--- src/rtl/fifo_wr_arbiter_pkg.sv ---
// Shared types and helpers for the FIFO write-port arbiter.
// The package name fifo_arb_pkg is used by every file in this slice.
package fifo_arb_pkg;

   typedef enum logic [0:0] {
      IDLE  = 1'b0,
      BURST = 1'b1
   } arb_state_t;

   localparam int STALL_CNT_W = 16;

   function automatic int grant_w(input int n);
      return $clog2(n);
   endfunction

endpackage

--- src/rtl/fifo_wr_arbiter_if.sv ---
// Requester handshake plus the FIFO write-domain port.
// The arbiter uses the slave modport; producers and the FIFO side use master.
interface fifo_wr_arbiter_if #(
   parameter int DATA_WIDTH = 8,
   parameter int N_REQ      = 4
);
   logic [N_REQ-1:0]            req_valid;
   logic [N_REQ*DATA_WIDTH-1:0] req_data;
   logic [N_REQ-1:0]            req_last;
   logic [N_REQ-1:0]            req_ready;
   logic                        wfull;
   logic                        half_full;
   logic                        winc;
   logic [DATA_WIDTH-1:0]       wdata;

   modport master (
      output req_valid, req_data, req_last, wfull, half_full,
      input  req_ready, winc, wdata
   );

   modport slave (
      input  req_valid, req_data, req_last, wfull, half_full,
      output req_ready, winc, wdata
   );
endinterface

--- src/rtl/fifo_wr_arbiter_rr_pick.sv ---
// Rotating-priority picker: first eligible index at or above rr_ptr, with wrap.
// Purely combinational.
module rr_pick
   import fifo_arb_pkg::*;
#(
   parameter int N_REQ = 4,
   parameter int GW    = grant_w(N_REQ)
) (
   input  logic [N_REQ-1:0] eligible,
   input  logic [GW-1:0]    rr_ptr,
   output logic [GW-1:0]    pick,
   output logic             any
);

   logic [GW:0]   sum;
   logic [GW-1:0] idx;

   // Scan from the far end so the candidate closest to rr_ptr is written last.
   always_comb begin
      pick = '0;
      any  = 1'b0;
      sum  = '0;
      idx  = '0;
      for (int k = N_REQ - 1; k >= 0; k--) begin
         sum = {1'b0, rr_ptr} + (GW+1)'(k);
         if (sum >= (GW+1)'(N_REQ)) sum = sum - (GW+1)'(N_REQ);
         idx = sum[GW-1:0];
         if (eligible[idx]) begin
            pick = idx;
            any  = 1'b1;
         end
      end
   end

endmodule

--- src/rtl/fifo_wr_arbiter.sv ---
// Round-robin burst arbiter sharing one async-FIFO write port among N_REQ producers.
// Optional FIFO_WR_ARB_STALL_CNT_EN adds a saturating wfull-stall counter output.
module fifo_wr_arbiter
   import fifo_arb_pkg::*;
#(
   parameter int               DATA_WIDTH = 8,
   parameter int               N_REQ      = 4,
   parameter int               MAX_BURST  = 16,
   parameter logic [N_REQ-1:0] PRIO_MASK  = N_REQ'(1),
   localparam int              GW         = grant_w(N_REQ),
   localparam int              BCW        = $clog2(MAX_BURST + 1)
) (
   input  logic                   wclk,
   input  logic                   wrst,
   fifo_wr_arbiter_if.slave       bus,
   output logic [GW-1:0]          grant_id,
   output logic                   busy
`ifdef FIFO_WR_ARB_STALL_CNT_EN
   ,
   output logic [STALL_CNT_W-1:0] stall_cnt
`endif
);

   localparam logic [0:0] S_IDLE  = IDLE;
   localparam logic [0:0] S_BURST = BURST;

   logic [0:0]       state_q, state_d;
   logic [GW-1:0]    rr_ptr_q, rr_ptr_d;
   logic [GW-1:0]    grant_q, grant_d;
   logic [BCW-1:0]   beat_cnt_q, beat_cnt_d;
   logic [N_REQ-1:0] eligible;
   logic [GW-1:0]    pick;
   logic             pick_any;
   logic             in_burst;
   logic             g_valid;
   logic             g_last;
   logic             accept;

   assign eligible = bus.req_valid & (bus.half_full ? PRIO_MASK : {N_REQ{1'b1}});
   assign in_burst = (state_q == S_BURST);
   assign g_valid  = bus.req_valid[grant_q];
   assign g_last   = bus.req_last[grant_q];
   // Reset gates the strobe so an abandoned burst never writes in the reset cycle.
   assign accept   = in_burst & g_valid & ~bus.wfull & ~wrst;
   assign busy     = in_burst;
   assign grant_id = grant_q;

   rr_pick #(.N_REQ(N_REQ), .GW(GW)) u_rr_pick (
      .eligible (eligible),
      .rr_ptr   (rr_ptr_q),
      .pick     (pick),
      .any      (pick_any)
   );

   always_comb begin
      bus.winc      = accept;
      bus.req_ready = '0;
      if (in_burst && !wrst) bus.req_ready[grant_q] = ~bus.wfull;
      bus.wdata = '0;
      for (int i = 0; i < N_REQ; i++) begin
         if (grant_q == GW'(i)) bus.wdata = bus.req_data[i*DATA_WIDTH +: DATA_WIDTH];
      end
   end

   always_comb begin
      state_d    = state_q;
      rr_ptr_d   = rr_ptr_q;
      grant_d    = grant_q;
      beat_cnt_d = beat_cnt_q;
      case (state_q)
         S_IDLE: begin
            if (pick_any) begin
               state_d    = S_BURST;
               grant_d    = pick;
               beat_cnt_d = '0;
            end
         end
         default: begin
            if (accept) beat_cnt_d = beat_cnt_q + 1'b1;
            // A bubble, a final beat or a full burst quota all release the grant.
            if (!g_valid || (accept && (g_last || beat_cnt_q == BCW'(MAX_BURST - 1)))) begin
               state_d  = S_IDLE;
               rr_ptr_d = (grant_q == GW'(N_REQ - 1)) ? '0 : grant_q + 1'b1;
            end
         end
      endcase
   end

   always_ff @(posedge wclk) begin
      if (wrst) begin
         state_q    <= S_IDLE;
         rr_ptr_q   <= '0;
         grant_q    <= '0;
         beat_cnt_q <= '0;
      end else begin
         state_q    <= state_d;
         rr_ptr_q   <= rr_ptr_d;
         grant_q    <= grant_d;
         beat_cnt_q <= beat_cnt_d;
      end
   end

`ifdef FIFO_WR_ARB_STALL_CNT_EN
   logic [STALL_CNT_W-1:0] stall_cnt_q, stall_cnt_d;

   always_comb begin
      stall_cnt_d = stall_cnt_q;
      if (in_burst && g_valid && bus.wfull && stall_cnt_q != {STALL_CNT_W{1'b1}})
         stall_cnt_d = stall_cnt_q + 1'b1;
   end

   always_ff @(posedge wclk) begin
      if (wrst) stall_cnt_q <= '0;
      else      stall_cnt_q <= stall_cnt_d;
   end

   assign stall_cnt = stall_cnt_q;
`endif

endmodule

--- src/flat_wrapper.sv ---
// flat-port wrapper written by rule: the top's interface ports become plain ports
module fifo_wr_arbiter_flat import fifo_arb_pkg::*;
#(
   parameter int               DATA_WIDTH = 8,
   parameter int               N_REQ      = 4,
   parameter int               MAX_BURST  = 16,
   parameter logic [N_REQ-1:0] PRIO_MASK  = N_REQ'(1),
   localparam int              GW         = grant_w(N_REQ),
   localparam int              BCW        = $clog2(MAX_BURST + 1)
)
  (wclk, wrst, grant_id, busy, bus_req_valid, bus_req_data, bus_req_last, bus_wfull, bus_half_full, bus_req_ready, bus_winc, bus_wdata);
  fifo_wr_arbiter_if #(.DATA_WIDTH(DATA_WIDTH), .N_REQ(N_REQ)) bus_i ();
  input  logic wclk;
  input  logic wrst;
  output logic [GW-1:0] grant_id;
  output logic busy;
  input wire logic [$bits(bus_i.req_valid)-1:0] bus_req_valid;
  input wire logic [$bits(bus_i.req_data)-1:0] bus_req_data;
  input wire logic [$bits(bus_i.req_last)-1:0] bus_req_last;
  input wire logic [$bits(bus_i.wfull)-1:0] bus_wfull;
  input wire logic [$bits(bus_i.half_full)-1:0] bus_half_full;
  output wire logic [$bits(bus_i.req_ready)-1:0] bus_req_ready;
  output wire logic [$bits(bus_i.winc)-1:0] bus_winc;
  output wire logic [$bits(bus_i.wdata)-1:0] bus_wdata;
  assign bus_i.req_valid = bus_req_valid;
  assign bus_i.req_data = bus_req_data;
  assign bus_i.req_last = bus_req_last;
  assign bus_i.wfull = bus_wfull;
  assign bus_i.half_full = bus_half_full;
  assign bus_req_ready = bus_i.req_ready;
  assign bus_winc = bus_i.winc;
  assign bus_wdata = bus_i.wdata;
  fifo_wr_arbiter #(.DATA_WIDTH(DATA_WIDTH), .N_REQ(N_REQ), .MAX_BURST(MAX_BURST), .PRIO_MASK(PRIO_MASK)) u_core (.wclk(wclk), .wrst(wrst), .bus(bus_i), .grant_id(grant_id), .busy(busy));
endmodule
--- config.mk ---
export PLATFORM = sky130hd
export DESIGN_NAME = fifo_wr_arbiter_flat
export DESIGN_NICKNAME = d
export VERILOG_FILES = /design/src/rtl/fifo_wr_arbiter_pkg.sv /design/src/rtl/fifo_wr_arbiter_if.sv /design/src/rtl/fifo_wr_arbiter_rr_pick.sv /design/src/rtl/fifo_wr_arbiter.sv /design/src/flat_wrapper.sv
export SDC_FILE = /design/constraint.sdc
export NUM_CORES = 1
export LEC_CHECK = 0
export CORE_UTILIZATION = 60
export DETAILED_ROUTE_END_ITERATION = 8
export DONT_BUFFER_PORTS = 1
export PLACE_DENSITY = 0.79
export SLEW_MARGIN = 5
export SYNTH_ARGS = -nofsm -noshare
export SYNTH_HDL_FRONTEND = slang
export SYNTH_HIERARCHICAL = 1
export SYNTH_SLANG_ARGS = --single-unit
--- constraint.sdc ---
create_clock -name wclk -period 2.5 [get_ports wclk]
set_input_delay 0.5 -clock wclk [delete_from_list [all_inputs] [get_ports wclk]]
set_output_delay 0.5 -clock wclk [all_outputs]
set_load 0.02 [all_outputs]
==> results.md, run 1 <==
Placed design:
- Once detailed placement completed, the half-perimeter wirelength came to around 1800 um.
- The count of buffers inserted at the top-level ports is 0.
- The number of placed instances with taps included is between 100 and 150.
- The final weighted congestion of routability-driven global placement is roughly 0.7.

Global route:
- The number of global-route vias before repair is 729.
- The first global-routing pass estimated around 2800 um of wire.
- The global routing usage summed across all routing layers is between 20 and 30%.
- The initial antenna violation count is 0.
- The pin count of the biggest net entering global routing is 19.
- The total congestion overflow after global routing is 0.

Critical path:
- The critical path is of the reg -> out type.
- The largest fanout of any net on the critical path is 17.
- The worst register-to-register path has a setup slack of roughly 360 ps.
- The endpoint class of the critical path is a primary output.
- The critical path arrival is ~1800 ps.
- In this run the critical register-to-register path is launched from u_core/beat_cnt_q[0]$_SDFFE_PP0P_.
- The data required time at the worst endpoint is around 2000 ps.
- The reg-to-reg critical path endpoint is u_core/rr_ptr_q[0]$_SDFFE_PP0P_.
- STA classifies the critical path startpoint as a flip-flop.
- Counting cells, the worst reg-to-reg path comes to 6.

Detailed routing:
- The routed layout has just over 900 vias.
- Dividing the detail-routed wire length by the instance count gives roughly 15 um.
- In the routed design, unresolved DRC markers number 0.
- Once detail routing completed, the nets flagged for antenna violations numbered 0.
- Using the TritonRoute via totals, the vias-per-cell ratio works out to ~6.4.
- Wires add up to about 2200 um.
- Before antenna repair, the detailed router went through 4 iterations.
- The first-iteration detailed-routing DRC count is 19.

Power and ir drop:
- Summed over all cells, the static leakage comes to 0.414 nW.
- The largest vdd supply drop is between 0.3 and 0.4 mV.
- The power per cell area is between 400 and 500 nW/um^2.
- The total power consumption of the routed design is between 0.5 and 0.6 mW.

CTS:
- In this run, post-CTS repair resized a total of 0 instances.
- The clock latency of the later-clocked register in the worst-skew pair is between 200 and 300 ps.
- The number of clock sinks seen by CTS is 10.
- The number of setup buffers added after CTS is 0.
- The number of clock buffers added by TritonCTS is 3.
- CTS placed an instance of clkbuf_4 at the clock tree root.
- The number of H-tree levels is 1.
- The CTS tree is done.
- The post-CTS clock slew at the launch and capture registers of the worst setup and hold paths is around 70 ps.
- Hold repair after CTS inserted 0 buffers.
- Counting along the longest clock path gives a buffer depth of 2.

Synthesis:
- Yosys mapped the design onto 31 distinct sky130hd cell types.
- The post-synth design cell area is ~930 sq um.
- After synthesis, the most frequently instantiated cells are 16 x nand2_1, 13 x nor2b_1, 10 x dfxtp_1, 8 x nor2_1, 8 x o31ai_1.
- In this run, synthesis inferred 0 flip-flops with an integrated enable.
- The net count of the mapped netlist is 169.
- The leading area contributor after synthesis is dfxtp_1.
- In the synthesized netlist the dominant register cell turns out to be dfxtp_1.
- The cell with the most instances after synthesis is nand2_1.
- The synthesized area per cell is between 7 and 8 sq um.
- The cell count after synthesis came out at 119.
- The fraction of synthesis flops using an asynchronous set or reset pin is 0%.
- The fraction of post-synthesis cell area in the top cell type by area is 21.5%.
- Ranked by total cell area, the synthesized netlist is headed by dfxtp_1 22%, nor2b_1 8.7%, ha_1 8.1%.
- The synthesized design contains 10 register bits.
- The total of warnings raised by yosys is 6.
- After synthesis, flip-flops and latches occupy a little over a fifth of the total area.

Floorplanning:
- From bottom edge to top edge, the die measures 41.4 um.
- The floorplan step set the die width to between 40 and 50 um.
- The count of boundary I/O pins is 60.
- The initial utilization of the core area, before any placement, comes to approximately two thirds.
- The area enclosed by the die boundary is 1710 sq um.
- After floorplanning, the core was divided into 13 placement rows.
- The floorplan step defined a core boundary enclosing 1370 sq um.

Timing:
- In this run the tightest slew margin relative to its limit is a little under two thirds.
- The part of the cycle the worst path needs is between 90% and 100%.
- The number of failing hold endpoints at the final stage was 0.
- The setup skew after layout is roughly 3 ps.
- Setup repair after global routing left no endpoint under its margin.
- For the pin with the worst max-slew slack, the measured transition is 548 ps.
- Setup violations remaining at the end of the flow were counted as 0.
- Static timing analysis puts the maximum clock frequency at approximately 440 MHz.
- The sum of negative setup slack is 0 ps.
- The post-layout minimum cycle time is ~2300 ps.
- The final max-slew violation count is 0.

Cells and area:
- The count of cells in the finished layout, fillers not included, comes to 144.
- The repair_antennas step left the layout with diodes totalling 0.
- The area growth from synthesis to layout is 13.0%.
- Of the cells placed in the final design, the portion with a size suffix greater than 1 is about a fifth.
- After the last flow step, the layout net total stands at 180.

Hold path:
- The end point of the worst hold path is u_core/beat_cnt_q[0]$_SDFFE_PP0P_.
- The class of the most critical hold timing path is in -> reg.
- The startpoint identified for the worst hold timing path is wrst.
- The cell depth of the worst hold path is 1.

Run:
- The number of max-cap violations is 0.

Outcome:
- The run finished with clean final reports.
==> logic make-up (layout without fill, tap and decap cells) <==
family,count (synthesis),count (layout),synth area share (%)
adder cells (fa/ha/maj),6,6,8.06
buffers and inverters,10,20,4.03
flip-flops,10,10,21.5
AO/OA/AOI/OAI,26,26,21.2
AND/OR/NAND/NOR,57,57,32.3
multiplexers,10,10,12.9
==> flip-flops by register name, indices dropped and copies added, names as in the netlist <==
| signal | flops |
|---|---|
| u_core/beat_cnt_q | 5 |
| u_core/grant_id | 2 |
| u_core/rr_ptr_q | 2 |
| u_core/busy | 1 |
==> metal layers <==
layer  up-vias  GRT usage [%]  wire, um
met1       407           25.6       868
met2        59           50.4      1100
met5         -              0         0
met4         0           10.5        22
li1        452              -         -
met3         4           5.32       236
==> final cells by class <==
type                       instances  area, sq um
clock buffer                       4         36.3
sequential                        10          200
fill                              99          314
timing repair buffer              11         82.6
inverter                           5         18.8
multi-input combinational         99          696
tap                               15         18.8
==> how the worst max path moves through the flow <==
stage / startpoint / cells past startpoint / to
2_1_floorplan: u_core/grant_id[1]$_SDFFE_PP0P_ / 7 / bus_wdata[3]
3_3_place_gp: u_core/beat_cnt_q[0]$_SDFFE_PP0P_ / 6 / u_core/rr_ptr_q[0]$_SDFFE_PP0P_
3_5_place_dp: u_core/grant_id[0]$_SDFFE_PP0P_ / 6 / bus_wdata[6]
4_1_cts: u_core/grant_id[0]$_SDFFE_PP0P_ / 6 / bus_wdata[6]
5_1_grt: u_core/grant_id[1]$_SDFFE_PP0P_ / 5 / bus_wdata[6]
6_report: u_core/grant_id[1]$_SDFFE_PP0P_ / 5 / bus_wdata[6]
==> power breakdown <==
group | internal [mW] | switching, mW
Sequential | 0.167 | 0.0118
Clock | 0.0883 | 0.0534
Combinational | 0.0896 | 0.107
==> worst max-delay path, stage by stage (launching register included) <==
cell and delay [ps]:
dfxtp_1 340, buf_4 190, ha_1 460, a221oi_1 90, o31ai_1 230, buf_4 180
==> stage by stage <==
stage | worst slack [ps] | area, sq um | utilization (%) | hold WS, ps
finish | 237 | 1050 | 77.0 | 303
global route | 8.76 | 1050 | 77.0 | 285
CTS | 114 | 1050 | 76.8 | 293
detailed placement | 401 | 1010 | 74.2 | 467
global placement | 478 | 1010 | 74.2 | 442
floorplan | 162 | 931 | - | 425
==> layout by cell type (no fill, tap or decap) <==
cell type / instances
nand2_1: 16
nor2b_1: 12
buf_4: 11
dfxtp_1: 10
o31ai_1: 8
nor2_1: 8
a221oi_1: 7
a21oi_1: 6
nand2b_1: 6
mux2i_1: 6
ha_1: 6
and2_1: 4
inv_1: 4
clkbuf_4: 3
nand3_1: 2
nor3_1: 2
clkbuf_8: 1
nand3b_1: 1
o21ai_0: 1
nor2b_2: 1
nor3b_2: 1
mux4_2: 1
nand2_2: 1
inv_2: 1
and3_1: 1
mux2_1: 1
mux2_2: 1
a2111oi_0: 1
o22ai_2: 1
mux2_4: 1
nand4_1: 1
a211oi_2: 1
nor3b_1: 1
a211oi_1: 1
(Power assumes the default switching activity.)
==> run 2, diff against run 1 <==
Settings changed: PLACE_DENSITY 0.79 to 0.76.
==> results.md, run 2 (same netlist as run 1, synthesis figures left out) <==
CTS:
- In this run the clock root is driven by a clkbuf_4.
- The clock net in this run drives a total of 10 sinks.
- The clock passes through at most 2 buffers.
- CTS built an H-tree with a depth of 1.
- The TritonCTS buffer count is 3.
- After clock tree synthesis, the clock-pin slew on the worst setup and hold paths is around 70 ps.
- TritonCTS built the clock tree.
- The quantity of hold-fixing buffers added after cts is 0.
- The clock latency of the later-clocked register in the worst-skew pair is 270 ps.

Detailed routing:
- In the routed layout, each cell is associated on average with a via count of ~6.1.
- The post-detailed-route count of antenna-violating nets is 0.
- The number of iterations in the first detailed-routing pass is 4.
- The aggregate routed wire length is 2070 um.
- The total vias in the final route is 876.
- The DRC violation count after routing is 0.
- The first-iteration detailed-routing DRC count is 39.
- After detailed routing, the average wire length per cell comes to 14.4 um.

Placed design:
- The number of placed instances with taps included is between 100 and 150.
- In this run the cell area measured after placement is around 1000 sq um.
- The HPWL after detailed placement is between 1500 and 2000 um.
- Buffers placed on the I/O ports in this run total 0.
- The final weighted congestion of routability-driven global placement is 0.757.

Cells and area:
- In the layout the commonest cells are 16 x nand2_1, 12 x nor2b_1, 11 x buf_4.
- The register containing the most flip-flops in the final layout is u_core/beat_cnt_q.
- In the final layout, the share of cells above drive strength 1 is 20.2%.
- After the flow finishes, the layout carries non-filler instances totaling between 100 and 150.
- Once layout is done, the placed cells without fillers occupy between 1000 and 1500 sq um.
- The register with the most flip-flops in the layout has 5 of them.
- In the final design database the tool counted 180 nets.
- The library cell used most frequently in the layout, excluding fill and tap cells, is nand2_1.
- The total of fill cells in the finished design is around 110.
- The post-synthesis to final-layout area growth is 13.4%.
- The number of antenna diodes is 0.

Timing:
- The final max-slew violation count is 0.
- The number of failing hold endpoints at the final stage is 0.
- The actual transition at the worst max-transition pin is 682 ps.
- The sum of negative setup slack is 0 ps.
- For the finished layout, the period the worst path requires is between 2000 and 2500 ps.
- Clock skew on the completed layout was measured at around 4.6 ps.
- The total setup violations reported at the end of the flow is 0.
- The worst path uses a little over nine tenths of the clock period.
- Setup repair after global routing left no endpoint under its margin.
- The highest clock frequency the design can meet is ~430 MHz.
- In this run the tightest slew margin relative to its limit is between 50% and 60%.
- The worst hold-check slack is 286 ps.

Global route:
- The number of global-route vias before repair is approximately 670.
- The met3 global-route usage is between 5 and 6%.
- Summed over all layers, the global routing overflow is 0.
- The initial antenna violation count is 0.
- The global routing usage summed across all routing layers is approximately 24%.
- The wire length of the first global-routing pass is between 2000 and 3000 um.
- Entering global routing, the biggest net connects 19 pins.
- Global routing consumed, on the met1 layer, about 29% of the routing resources.
- Global routing used 41.4% of the available met2 tracks.
- In this run the most used layer during global routing was met2.

Hold path:
- Along the worst hold path, the cell count comes to 1.
- The end point of the worst hold path is u_core/grant_id[0]$_SDFFE_PP0P_.
- The beginning of the worst hold path is wrst.
- The path class of the tightest hold or removal check is in -> reg.

Critical path:
- The largest fanout of any net on the critical path is 7.
- The worst setup slack for register-to-register paths is slightly below 300 ps.
- At the worst endpoint, the required time is approximately 2000 ps.
- The endpoint class of the critical path is a primary output.
- The critical path is of the reg -> out type.
- The endpoint identified for the worst register-to-register timing path is u_core/rr_ptr_q[0]$_SDFFE_PP0P_.
- The critical path arrival is between 1500 and 2000 ps.
- In this run the critical register-to-register path is launched from u_core/beat_cnt_q[0]$_SDFFE_PP0P_.
- The length in cells of the worst reg-to-reg path is 6.
- STA classifies the critical path startpoint as a flip-flop.

Floorplanning:
- The initial standard-cell utilization of the core is 68.1%.
- The initialized floorplan defines 13 standard-cell rows.
- The floorplan step defined a core boundary enclosing around 1400 sq um.
- The die boundary width is 41.4 um.
- The overall die height is 41.4 um.
- The count of boundary I/O pins is 60.
- The floorplan step defined a die boundary enclosing 1710 sq um.

Run:
- The number of max-cap violations is 0.

Power and ir drop:
- The analysis attributes to cell leakage a power of between 0.4 and 0.5 nW.
- The combinational group share of total power is between 30 and 40%.
- The worst-case IR drop observed on VDD is approximately 0.3 mV.
- The clock network power share is between 20% and 30%.
- The total power consumption of the routed design is roughly 0.52 mW.
- The power spent charging and discharging nets is roughly 0.17 mW.
- The power per cell area is about 490 nW/um^2.
- The share of total power in sequential cells is between 30% and 40%.
- The switching fraction of total power is roughly 34%.
- The internal power of the cells totals between 0.3 and 0.4 mW.

Outcome:
- The run finished with clean final reports.
run 2: worst max-delay path by stage:
| stage | slack [ps] | startpoint | depth (start not counted) | end |
|---|---|---|---|---|
| global placement | 420 | u_core/grant_id[0]$_SDFFE_PP0P_ | 6 | bus_wdata[2] |
| floorplan | 160 | u_core/grant_id[1]$_SDFFE_PP0P_ | 7 | bus_wdata[3] |
| global route | 10 | u_core/grant_id[1]$_SDFFE_PP0P_ | 6 | bus_wdata[7] |
| detailed placement | 340 | u_core/grant_id[1]$_SDFFE_PP0P_ | 6 | bus_wdata[7] |
| CTS | 30 | u_core/grant_id[1]$_SDFFE_PP0P_ | 6 | bus_wdata[7] |
| finish | 160 | u_core/grant_id[1]$_SDFFE_PP0P_ | 6 | bus_wdata[7] |
run 2: timing repair:
action | CTS | global route
endpoints found under the setup margin | 0 | 8
buffers inserted | 0 | 0
resized for setup | 0 | 3
run 2: final cells by class:
| type | instances | area [sq um] | share of cell area, % |
|---|---|---|---|
| well taps | 15 | 18.8 | 1.78 |
| clock buffers | 4 | 36.3 | 3.44 |
| repair buffers | 11 | 82.6 | 7.82 |
| multi-input cells | 99 | 698 | 66.1 |
| flip-flops and latches | 10 | 201 | 19.1 |
| inverters | 5 | 18.8 | 1.78 |
run 2: per-layer routing:
metal / up-vias / wire [um] / share of wire [%]
met4: 0 / 19 / 0.92
li1: 447 / - / -
met5: - / 0 / 0
met2: 36 / 1050 / 50
met1: 389 / 846 / 41
met3: 4 / 159 / 7.7
run 2: critical path, cell delays in order, from the launching register on:
cell      delay, ps
dfxtp_1         410
inv_1           100
ha_1            220
nor2b_2         280
a221oi_1        130
o31ai_1         240
buf_4           190
run 2: power groups by stage:
stage                     Combinational (mW)  Sequential (mW)  Clock (mW)
final                                  0.195            0.179       0.146
after global routing                   0.211            0.181       0.158
after CTS                              0.193            0.179       0.149
after detailed placement               0.193            0.182           0
after global placement                 0.188            0.182           0
after floorplan                        0.135            0.184           0
run 2: through the flow:
step | setup WS, ps | util, %
floorplan | 162 | -
global placement | 415 | 74.2
detailed placement | 338 | 74.2
CTS | 29.0 | 76.8
global route | 14.8 | 77.3
finish | 159 | 77.3
==> run 3, diff against run 2 <==
Settings changed: CELL_PAD_IN_SITES_DETAIL_PLACEMENT set to 1, CELL_PAD_IN_SITES_GLOBAL_PLACEMENT set to 1, CORE_UTILIZATION 60 to 41, PLACE_DENSITY 0.76 to unset, PLACE_DENSITY_LB_ADDON set to 0.1.
==> results.md, run 3 (same netlist as run 1, synthesis figures left out) <==
Outcome:
- The flow ran to the end, and the final reports show no timing, DRC or antenna violations.

Floorplanning:
- In this run the vertical extent of the chip is ~50 um.
- The count of boundary I/O pins is 60.
- The die boundary width is between 40 and 50 um.
- The initial standard-cell utilization of the core is 45.6%.
- The floorplan has 16 rows.
- The placeable core region is just over 2000 sq um.
- The die covers around 2500 sq um.

Detailed routing:
- The total vias in the final route is around 930.
- The aggregate routed wire length is roughly 2600 um.
- The post-detailed-route count of antenna-violating nets is 0.
- The first-iteration detailed-routing DRC count is 7.
- For this run, design rule violations remaining after detail routing come to 0.
- The average routed wire per standard cell is about 17 um.
- The pre-antenna-repair detailed-routing pass consisted of 4 iterations.
- The via-per-instance ratio is about 5.9.

Hold path:
- In this run the worst hold path is classified as in -> reg.

Power and ir drop:
- The largest vdd supply drop is 0.240 mV.
- The power per cell area is roughly 490 nW/um^2.
- The static leakage is 0.414 nW.
- Summing internal, switching and leakage power gives approximately 0.52 mW.

Critical path:
- The data required time at the worst endpoint is ~2000 ps.
- Along the worst path, the maximum fanout reaches 17.
- Grouping stages by cell kind, the critical path spends the most delay in adder cells.
- The element type at the critical path start is a flip-flop.
- The signal on the critical path passes through buf_4 > ha_1 > a221oi_1 > o31ai_1 > buf_4.
- The number of buffers and inverters on the critical path is 2.
- The longest individual stage delay on the worst path is roughly 480 ps.
- The worst setup slack for register-to-register paths is between 300 and 400 ps.
- The slowest library cell on the worst path is ha_1.
- The cell repeated most along the worst path is buf_4.
- Data on the critical path arrives at its endpoint at 1830 ps.
- The endpoint class of the critical path is a primary output.
- The class of the most critical setup path is reg -> out.

Timing:
- Setup violations remaining at the end of the flow were counted as 0.
- The part of the cycle the worst path needs is between 90% and 100%.
- In this run the tightest slew margin relative to its limit is a little under 60%.
- The post-layout minimum cycle time is 2330 ps.
- The actual transition at the worst max-transition pin is slightly below 600 ps.
- Across the routed clock network, the largest skew measured is about 2.3 ps.
- Setup repair after global routing left no endpoint under its margin.
- The final max-slew violation count is 0.
- The worst path meets setup with 172 ps of slack.
- The sum of negative setup slack is 0 ps.
- The highest clock frequency the design can meet is approximately 430 MHz.
- The number of failing hold endpoints at the final stage is 0.

CTS:
- The clock root buffer is clkbuf_4.
- The later pin in the worst-skew pair is clocked with a latency of around 260 ps.
- The maximum root-to-sink buffer count is 2.
- After clock tree synthesis, the flow added hold-fix buffers numbering 0.
- The TritonCTS buffer count is 3.
- The post-CTS clock slew at the launch and capture registers of the worst setup and hold paths is approximately 70 ps.
- In this run the number of H-tree levels came out at 1.
- TritonCTS built the clock tree.
- The clock drives 10 sinks.

Cells and area:
- The post-synthesis to final-layout area growth is 14.7%.
- The number of antenna diodes is 0.
- The register containing the most flip-flops in the final layout is u_core/beat_cnt_q.
- The total of fill cells in the finished design is between 200 and 300.
- The post-route netlist has approximately a fifth of its cells at a drive strength greater than 1.
- The commonest non-fill, non-tap cell in the layout is nand2_1.
- The number of flip-flops in the largest register is 5.
- The final net count is between 150 and 200.
- In the layout the commonest cells are 16 x nand2_1, 12 x nor2b_1, 11 x buf_4.
- The finished cells cover 1070 sq um.

Global route:
- Entering global routing, the biggest net connects 19 pins.
- The initial antenna violation count is 0.
- The global routing usage summed across all routing layers is about 22%.
- The first global-routing pass estimated between 4000 and 5000 um of wire.
- Summed over all layers, the global routing overflow is 0.
- The number of global-route vias before repair came to approximately 960.

Placed design:
- The instance area at placement is 1030 sq um.
- The count of buffers inserted at the top-level ports is 0.
- At the placement stage, the worst setup path has a slack of between 200 and 300 ps.
- The final weighted congestion of routability-driven global placement is 0.761.
- The half-perimeter wire length after detailed placement is 2080 um.

Run:
- The number of max-cap violations is 0.
-- run 3: what timing repair did --
item | in CTS | in global routing
resized for setup | 0 | 1
setup endpoints to repair | 0 | 7
setup buffers | 0 | 0
-- run 3: worst paths after layout --
check	startpoint	to	cells after the start
worst max register to register	u_core/beat_cnt_q[0]$_SDFFE_PP0P_	u_core/rr_ptr_q[0]$_SDFFE_PP0P_	6
worst min-delay path	wrst	u_core/grant_id[1]$_SDFFE_PP0P_	1
worst min register to register	u_core/beat_cnt_q[3]$_SDFFE_PP0P_	u_core/beat_cnt_q[3]$_SDFFE_PP0P_	1
worst max-delay path	u_core/grant_id[1]$_SDFFE_PP0P_	bus_wdata[4]	5
-- run 3: layout make-up --
type | instances | area, sq um | area share [%]
repair buffers | 11 | 82.6 | 7.74
well taps | 27 | 33.8 | 3.17
multi-input cells | 99 | 696 | 65.2
flip-flops and latches | 10 | 200 | 18.8
clock buffers | 4 | 36.3 | 3.40
inverters | 5 | 18.8 | 1.76
-- run 3: per-layer routing --
metal  part of all wire [%]  track usage, %
met2                     50            41.7
met5                      0               0
met3                    9.6            8.33
met1                     40            24.2
met4                   0.39            1.43
-- run 3: report_power, final --
| group | switching [mW] | total (mW) | internal [mW] |
|---|---|---|---|
| clock | 0.0556 | 0.144 | 0.0883 |
| combinational | 0.111 | 0.200 | 0.0895 |
| sequential | 0.0107 | 0.177 | 0.167 |
| total | 0.177 | 0.522 | 0.344 |
-- run 3: through the flow --
step / hold slack [ps] / utilization [%] / std cells
3_3_place_gp: 452 / 50.4 / 152
4_1_cts: 298 / 52.1 / 156
6_report: 305 / 52.3 / 156
3_5_place_dp: 463 / 50.4 / 152
2_1_floorplan: 425 / - / 119
5_1_grt: 287 / 52.3 / 156
